$ cat config.mk
export PLATFORM = sky130hd
export DESIGN_NAME = memi_load_ctrl_flat
export DESIGN_NICKNAME = d
export VERILOG_FILES = /design/src/rtl/memi_load_ctrl_if.sv /design/src/rtl/memi_load_ctrl.sv /design/src/flat_wrapper.sv
export SDC_FILE = /design/constraint.sdc
export NUM_CORES = 1
export LEC_CHECK = 0
export BUFFER_PORTS_ARGS = -buffer_cell sky130_fd_sc_hd__buf_2
export CORE_AREA = 2 2 376 378
export DETAILED_ROUTE_END_ITERATION = 8
export DIE_AREA = 0 0 378 380
export SLEW_MARGIN = 30
export SYNTH_ARGS = -nofsm -noshare
export SYNTH_HDL_FRONTEND = slang
export SYNTH_SLANG_ARGS = --single-unit
$ cat constraint.sdc
create_clock -name CLK -period 2.35 [get_ports CLK]
set_input_delay 0.235 -clock CLK [delete_from_list [all_inputs] [get_ports CLK]]
set_output_delay 0.235 -clock CLK [all_outputs]
set_load 0.005 [all_outputs]
$ cat src/rtl/memi_load_ctrl_if.sv
// Loader, fetch and memory-side signals of the instruction-memory sequencer.
// The sequencer uses the slave view; loader/fetcher/memory models use master.
interface memi_load_ctrl_if #(
    parameter int ADRS = 14,
    parameter int BITS = 128,
    parameter int LENW = 15
);
    logic              LD_START;
    logic [ADRS-1:0]   LD_BASE;
    logic [LENW-1:0]   LD_LEN;
    logic              LD_VALID;
    logic [BITS-1:0]   LD_DATA;
    logic              LD_READY;
    logic              LD_BUSY;
    logic              LD_DONE;
    logic              SWAP_REQ;
    logic              SWAP_ACK;
    logic              FE_REQ;
    logic [ADRS-2:0]   FE_ADDR;
    logic              FE_VALID;
    logic [2*BITS-1:0] FE_DATA;
    logic [ADRS-1:0]   RA;
    logic [ADRS-1:0]   WA;
    logic [2*BITS-1:0] DW;
    logic              RCEB;
    logic              WCEB;
    logic              BANK;
    logic [2*BITS-1:0] QW;

    modport slave (
        input  LD_START, LD_BASE, LD_LEN, LD_VALID, LD_DATA, SWAP_REQ,
               FE_REQ, FE_ADDR, QW,
        output LD_READY, LD_BUSY, LD_DONE, SWAP_ACK, FE_VALID, FE_DATA,
               RA, WA, DW, RCEB, WCEB, BANK
    );

    modport master (
        output LD_START, LD_BASE, LD_LEN, LD_VALID, LD_DATA, SWAP_REQ,
               FE_REQ, FE_ADDR, QW,
        input  LD_READY, LD_BUSY, LD_DONE, SWAP_ACK, FE_VALID, FE_DATA,
               RA, WA, DW, RCEB, WCEB, BANK
    );
endinterface

$ cat src/rtl/memi_load_ctrl.sv
// Double-banked instruction memory sequencer: loads the inactive bank,
// serves line fetches from the active bank and swaps banks on request.
module memi_load_ctrl #(
    parameter int ADRS = 14,
    parameter int BITS = 128,
    parameter int LENW = 15
) (
    input  logic           CLK,
    input  logic           RST,
    memi_load_ctrl_if.slave bus
);

    typedef enum logic [1:0] {
        ST_IDLE   = 2'd0,
        ST_LOAD   = 2'd1,
        ST_LOADED = 2'd2
    } state_t;

    localparam logic [ADRS-1:0] PTR_ONE  = {{(ADRS-1){1'b0}}, 1'b1};
    localparam logic [LENW-1:0] CNT_ONE  = {{(LENW-1){1'b0}}, 1'b1};
    localparam logic [LENW-1:0] CNT_ZERO = {LENW{1'b0}};

    state_t          state_r;
    state_t          state_s;
    logic            bank_r;
    logic [ADRS-1:0] ptr_r;
    logic [LENW-1:0] cnt_r;
    logic            fe_valid_r;
    logic            ld_ready_s;
    logic            beat_s;
    logic            swap_ack_s;
    logic            start_s;

    // Next-state and handshake decode; a pending swap always beats a new load
    always_comb begin
        state_s    = state_r;
        ld_ready_s = 1'b0;
        beat_s     = 1'b0;
        swap_ack_s = 1'b0;
        start_s    = 1'b0;
        case (state_r)
            ST_IDLE, ST_LOADED: begin
                if (bus.SWAP_REQ) begin
                    swap_ack_s = 1'b1;
                    state_s    = ST_IDLE;
                end else if (bus.LD_START) begin
                    start_s = 1'b1;
                    state_s = (bus.LD_LEN != CNT_ZERO) ? ST_LOAD : ST_LOADED;
                end else begin
                    state_s = state_r;
                end
            end
            ST_LOAD: begin
                ld_ready_s = 1'b1;
                if (bus.LD_VALID) begin
                    beat_s  = 1'b1;
                    state_s = (cnt_r == CNT_ONE) ? ST_LOADED : ST_LOAD;
                end else begin
                    state_s = ST_LOAD;
                end
            end
            default: begin
                state_s = ST_IDLE;
            end
        endcase
    end

    // State, bank select, load pointer/count and fetch-valid registers
    always_ff @(posedge CLK) begin
        if (RST) begin
            state_r    <= ST_IDLE;
            bank_r     <= 1'b0;
            ptr_r      <= {ADRS{1'b0}};
            cnt_r      <= CNT_ZERO;
            fe_valid_r <= 1'b0;
        end else begin
            state_r    <= state_s;
            fe_valid_r <= bus.FE_REQ;
            if (swap_ack_s) begin
                bank_r <= ~bank_r;
            end
            if (start_s) begin
                ptr_r <= bus.LD_BASE;
                cnt_r <= bus.LD_LEN;
            end else if (beat_s) begin
                ptr_r <= ptr_r + PTR_ONE;
                cnt_r <= cnt_r - CNT_ONE;
            end
        end
    end

    assign bus.LD_READY = ld_ready_s;
    assign bus.LD_BUSY  = (state_r == ST_LOAD);
    assign bus.LD_DONE  = (state_r == ST_LOADED);
    assign bus.SWAP_ACK = swap_ack_s;
    assign bus.WCEB     = ~beat_s;
    assign bus.WA       = ptr_r;
    assign bus.DW       = {bus.LD_DATA, bus.LD_DATA};
    // The memory realigns the two RAM halves of a line itself
    assign bus.RA       = {bus.FE_ADDR, 1'b0};
    assign bus.RCEB     = ~bus.FE_REQ;
    assign bus.FE_VALID = fe_valid_r;
    assign bus.FE_DATA  = bus.QW;
    assign bus.BANK     = bank_r;

endmodule
$ cat src/flat_wrapper.sv
// flat-port wrapper written by rule: the top's interface ports become plain ports
module memi_load_ctrl_flat 
#(
    parameter int ADRS = 14,
    parameter int BITS = 128,
    parameter int LENW = 15
)
  (CLK, RST, bus_LD_START, bus_LD_BASE, bus_LD_LEN, bus_LD_VALID, bus_LD_DATA, bus_SWAP_REQ, bus_FE_REQ, bus_FE_ADDR, bus_QW, bus_LD_READY, bus_LD_BUSY, bus_LD_DONE, bus_SWAP_ACK, bus_FE_VALID, bus_FE_DATA, bus_RA, bus_WA, bus_DW, bus_RCEB, bus_WCEB, bus_BANK);
  memi_load_ctrl_if #(.ADRS(ADRS), .BITS(BITS), .LENW(LENW)) bus_i ();
  input  logic CLK;
  input  logic RST;
  input wire logic [$bits(bus_i.LD_START)-1:0] bus_LD_START;
  input wire logic [$bits(bus_i.LD_BASE)-1:0] bus_LD_BASE;
  input wire logic [$bits(bus_i.LD_LEN)-1:0] bus_LD_LEN;
  input wire logic [$bits(bus_i.LD_VALID)-1:0] bus_LD_VALID;
  input wire logic [$bits(bus_i.LD_DATA)-1:0] bus_LD_DATA;
  input wire logic [$bits(bus_i.SWAP_REQ)-1:0] bus_SWAP_REQ;
  input wire logic [$bits(bus_i.FE_REQ)-1:0] bus_FE_REQ;
  input wire logic [$bits(bus_i.FE_ADDR)-1:0] bus_FE_ADDR;
  input wire logic [$bits(bus_i.QW)-1:0] bus_QW;
  output wire logic [$bits(bus_i.LD_READY)-1:0] bus_LD_READY;
  output wire logic [$bits(bus_i.LD_BUSY)-1:0] bus_LD_BUSY;
  output wire logic [$bits(bus_i.LD_DONE)-1:0] bus_LD_DONE;
  output wire logic [$bits(bus_i.SWAP_ACK)-1:0] bus_SWAP_ACK;
  output wire logic [$bits(bus_i.FE_VALID)-1:0] bus_FE_VALID;
  output wire logic [$bits(bus_i.FE_DATA)-1:0] bus_FE_DATA;
  output wire logic [$bits(bus_i.RA)-1:0] bus_RA;
  output wire logic [$bits(bus_i.WA)-1:0] bus_WA;
  output wire logic [$bits(bus_i.DW)-1:0] bus_DW;
  output wire logic [$bits(bus_i.RCEB)-1:0] bus_RCEB;
  output wire logic [$bits(bus_i.WCEB)-1:0] bus_WCEB;
  output wire logic [$bits(bus_i.BANK)-1:0] bus_BANK;
  assign bus_i.LD_START = bus_LD_START;
  assign bus_i.LD_BASE = bus_LD_BASE;
  assign bus_i.LD_LEN = bus_LD_LEN;
  assign bus_i.LD_VALID = bus_LD_VALID;
  assign bus_i.LD_DATA = bus_LD_DATA;
  assign bus_i.SWAP_REQ = bus_SWAP_REQ;
  assign bus_i.FE_REQ = bus_FE_REQ;
  assign bus_i.FE_ADDR = bus_FE_ADDR;
  assign bus_i.QW = bus_QW;
  assign bus_LD_READY = bus_i.LD_READY;
  assign bus_LD_BUSY = bus_i.LD_BUSY;
  assign bus_LD_DONE = bus_i.LD_DONE;
  assign bus_SWAP_ACK = bus_i.SWAP_ACK;
  assign bus_FE_VALID = bus_i.FE_VALID;
  assign bus_FE_DATA = bus_i.FE_DATA;
  assign bus_RA = bus_i.RA;
  assign bus_WA = bus_i.WA;
  assign bus_DW = bus_i.DW;
  assign bus_RCEB = bus_i.RCEB;
  assign bus_WCEB = bus_i.WCEB;
  assign bus_BANK = bus_i.BANK;
  memi_load_ctrl #(.ADRS(ADRS), .BITS(BITS), .LENW(LENW)) u_core (.CLK(CLK), .RST(RST), .bus(bus_i));
endmodule
After elaboration in Yosys (flattened, before gate mapping):

Index checks and enable logic that the tools add are counted.

* bits in registers: 33
* input port bits: 432
* output and inout bits: 548
* logic and storage cells: 36

* add/sub/neg operators: 2
* equality and inequality tests: 4
* mux-type cells: 18
* bitwise logic cells: 3
* reduce and logical (&&, ||, !) cells: 4

Operators with widths (count)
* 2-to-1 mux 15 bit: 2
* 2-to-1 mux 14 bit: 2
* equality test 15 x 1 -> 1 bit (second input constant): 1
* nonzero test 15 bit: 1
* subtractor 15 x 1 -> 15 bit (second input constant): 1
* adder 14 x 1 -> 14 bit (second input constant): 1
* 2-to-1 mux 2 bit: 5
* 2-to-1 mux 1 bit: 8
* case mux 2 bit (2 select lines): 1
* != test 3 bit (second input constant): 1
* NOT 1 bit: 3
* equality test 2 x 1 -> 1 bit (second input constant): 1
* equality test 2 bit (second input constant): 1
* logical NOT 2 bit: 1
* nonzero test 2 bit: 1
* OR reduction 2 bit: 1

Logic depth before layout (Yosys ltp):

* depth after elaboration: 5
* mapped depth: 9
* depth with buffers taken out: 6

Worst setup path after synthesis:

Ideal clock, no wire load.

* kind: reg2reg
* start point: register u_core.ptr_r[0], in the netlist u_core.bus.WA[0]
* end point: register u_core.ptr_r[12], in the netlist u_core.bus.WA[12]
* setup time: 74 ps
* arrival: 1513 ps
* path slack: 763 ps
* stages on the path, launching flop included: 6
* buffers on the path: 0
* cell sequence: dfxtp_1 > ha_1 > nand4_1 > or3_1 > or3_1 > a31oi_1

* longest elaborated chain between the ends: 3

RTL lines
* from (decl): RTL line memi_load_ctrl.sv:26 `logic [ADRS-1:0] ptr_r;`
* from (signal assigned): RTL line memi_load_ctrl.sv:73 `ptr_r <= {ADRS{1'b0}};`
* from (signal assigned): RTL line memi_load_ctrl.sv:83 `ptr_r <= bus.LD_BASE;`
* from (signal assigned): RTL line memi_load_ctrl.sv:86 `ptr_r <= ptr_r + PTR_ONE;`
* adder 14 x 1 -> 14 bit: RTL line memi_load_ctrl.sv:86
* 2-to-1 mux 14 bit: RTL line memi_load_ctrl.sv:85 `end else if (beat_s) begin`
* 2-to-1 mux 14 bit: RTL line memi_load_ctrl.sv:82 `if (start_s) begin`

Every way passes these cells. The select of a mux whose other input is x is not followed.
A chain may end at the register's enable or synchronous reset.

Final worst setup path:

* start point: register u_core.state_r[0]
* end point: register u_core.ptr_r[10], in the netlist u_core.bus.WA[10]

* longest elaborated chain between the ends: 4
* elaborated cells on any way between the ends: 8
* classes of those cells: 2 x eq/ne; 3 x mux; 3 x reduce/logical

RTL lines
* from (decl): RTL line memi_load_ctrl.sv:23 `state_t state_r;`
* from (signal assigned): RTL line memi_load_ctrl.sv:77 `state_r <= state_s;`
* equality test 2 bit / logical NOT 2 bit (equally long branches): RTL line memi_load_ctrl.sv:41 `case (state_r)`
* OR reduction 2 bit: RTL line memi_load_ctrl.sv:41
* 2-to-1 mux 1 bit: RTL line memi_load_ctrl.sv:41
* 2-to-1 mux 14 bit / nonzero test 2 bit (equally long branches)

Parallel ways exist; a longest one is shown, timed or not.

==> metrics.yaml <==
status: "complete, no violations"
crit_fanout: 8
vias: 3069
synth_cell_types: 52
yosys_warnings: 0
mostFrequentLayoutCell: "buf_2"
drt_iter0_markers: 194
vdd_drop_max_v: 0.000303
finalPower_mw: 1.91
drt_first_pass_iters: 6
ant_nets: 0
worstSetupPathType: "flip-flop to flip-flop"
nNetsFinal: 730
min_period_ns: 1.84
cts_resized: 0
layout_common_cells: "buf_2 (56), dfxtp_1 (33), nand2_1 (21)"
final_util_pct: 3.43
slew_headroom_pct: 59.3
max_freq_ghz: 0.545
hpwl_mm: 69.9
grt_max_degree: 23
clk_pin_slew_ns: 0.08
drv_slew: 0
finalSetupViolCount: 0
routed_wl_mm: 73.4
rsz0062_at_grt: "false"
antenna_found_initial: 18
cts_tree: "built"
gr-total-overflow: 0
async_flop_share_pct: 0
placed_cells: 2163
postCtsSetupBuffers: 0
grt_pass1_wl_mm: 80.3
cp.required_ns: 2.57
worst_pin_slew_ns: 0.605
period_share_pct: 78.1
startpoint_type: "flip-flop"
yosysSeqAreaShare_pct: 11.2
htree_levels: 2
clock_latency_ns: 0.32
numCtsBuffers: 5
die_h_um: 380
synth_area_per_cell_sq_um: 7.79
power_density_nw_per_um2: 400
syn_inst: 760
cap_violations: 0
portBuffers: 56
drc: 0
vias_per_cell: 1.41
skew_ns: 0.0226
num-fill-cells: 16700
ys_ff_latch: 33
endpoint_kind: "flip-flop"
cts_sinks: 33
fp.coreArea_sq_um: 139000
grt_pass1_vias: 3008
cts_root_buf: "clkbuf_16"
synth_edf_count: 0
p_leak_nw: 1.00
cts_buffer_depth: 2
syn_nets: 1196
wl_per_cell_um: 33.7
synth-main-ff-cell: "dfxtp_1"
die_area_sq_um: 144000
die_x_um: 378
row_count: 137
cp.arrival_ns: 2.06
hp-class: "input pin to flip-flop"
finalHoldViolations: 0
gp_congestion: 0.737
drive_gt1_share_pct: 29.5
syn_to_final_growth_pct: -19.4
setup_tns_ns: 0
grt.total_usage_pct: 9.79
hold_buffers: 0
ios: 980
start_util_pct: 4.25
final_cells: 2175
syn_area_sq_um: 5920
-- power by group --
part / total [mW] / switching, mW / internal (mW) / leakage, nW
clock network: 0.880 / 0.347 / 0.533 / 0.0841
registers: 0.653 / 0.0527 / 0.600 / 0.270
logic: 0.375 / 0.223 / 0.152 / 0.650
total: 1.91 / 0.623 / 1.29 / 1.00
-- worst max-delay path, stage by stage (launching register included) --
cell	delay, ns
dfxtp_1	0.41
and3b_1	0.39
buf_4	0.26
nand2_1	0.10
or4_1	0.42
a31oi_1	0.16
-- synth_stat cells (all sizes together), types with 2 or more instances --
master	n	area share, %
o211ai	4	0.51
nand2	21	1.3
buf	536	68
dfxtp	33	11
a221oi	3	0.44
nor3b	2	0.34
a21oi	16	1.4
nand4b	2	0.30
nor2	19	1.2
a31oi	10	1.1
nor4	10	1.7
o22ai	4	0.42
o311ai	3	0.44
inv	7	0.53
a32oi	3	0.44
a22oi	7	0.89
and3	4	0.42
ha	4	0.85
nor3	8	0.76
nor2b	2	0.21
or3	6	0.63
o21ai	5	0.42
a211oi	4	0.68
xnor2	4	0.59
nand4	7	0.85
clkbuf	4	0.25
nand3	10	0.85
or3b	2	0.30
mux2	2	0.38
or4	2	0.25
xor2	4	0.59
nand2b	2	0.21
-- layer usage --
metal / vias up / share of wire [%] / track usage, % / routed length (um)
li1: 1011 / - / - / -
met1: 1150 / 10 / 2.70 / 7370
met2: 700 / 44 / 15.0 / 32000
met3: 188 / 42 / 19.6 / 31000
met4: 20 / 3.5 / 3.22 / 2570
met5: - / 0.53 / 1.68 / 391
-- flip-flops by register name, indices dropped and copies added, names as in the netlist --
register,count
u_core.cnt_r,15
u_core.state_r,2
u_core.bus.WA,14
u_core.bus.FE_VALID,1
u_core.bus.BANK,1
-- stage by stage --
step / instance area, sq um / hold WS (ns) / worst slack [ns]
after floorplan: 5920 / 0.371 / 0.763
after global placement: 4590 / 0.470 / 0.452
after detailed placement: 4590 / 0.470 / 0.504
after CTS: 4760 / 0.168 / 0.445
after global routing: 4760 / 0.189 / 0.349
final: 4770 / 0.202 / 0.515
-- layout make-up --
| class | instances | area (sq um) | area share (%) |
|---|---|---|---|
| Tap cell | 1876 | 2350 | 49.2 |
| Clock inverter | 1 | 30.0 | 0.629 |
| Clock buffer | 7 | 143 | 2.99 |
| Antenna cell | 4 | 10.0 | 0.210 |
| Timing Repair Buffer | 68 | 383 | 8.02 |
| Multi-Input combinational cell | 179 | 1170 | 24.5 |
| Sequential cell | 33 | 661 | 13.8 |
| Inverter | 7 | 31.3 | 0.655 |
-- path summary, 6_finish.rpt --
check / slack (ns) / start / cells past startpoint / end
max reg2reg: 0.51 / u_core.state_r[0] / 5 / u_core.bus.WA[10]
min: 0.20 / bus_LD_BASE[2] / 3 / u_core.bus.WA[2]
min reg2reg: 0.49 / u_core.bus.WA[1] / 2 / u_core.bus.WA[1]
max: 0.51 / u_core.state_r[0] / 5 / u_core.bus.WA[10]
-- logic make-up (layout without fill, tap and decap cells) --
| group | count (synthesis) | in the layout | synth area share (%) |
|---|---|---|---|
| flops | 33 | 33 | 11.2 |
| xor+xnor | 8 | 8 | 1.18 |
| simple gates | 102 | 102 | 10.0 |
| mux | 2 | 2 | 0.380 |
| other cells | 1 | 5 | 0.0633 |
| fa+ha+maj | 4 | 4 | 0.845 |
| buf+inv | 548 | 83 | 69.2 |
| compound gates | 62 | 62 | 7.12 |
Power figures use the tool's default switching activity.
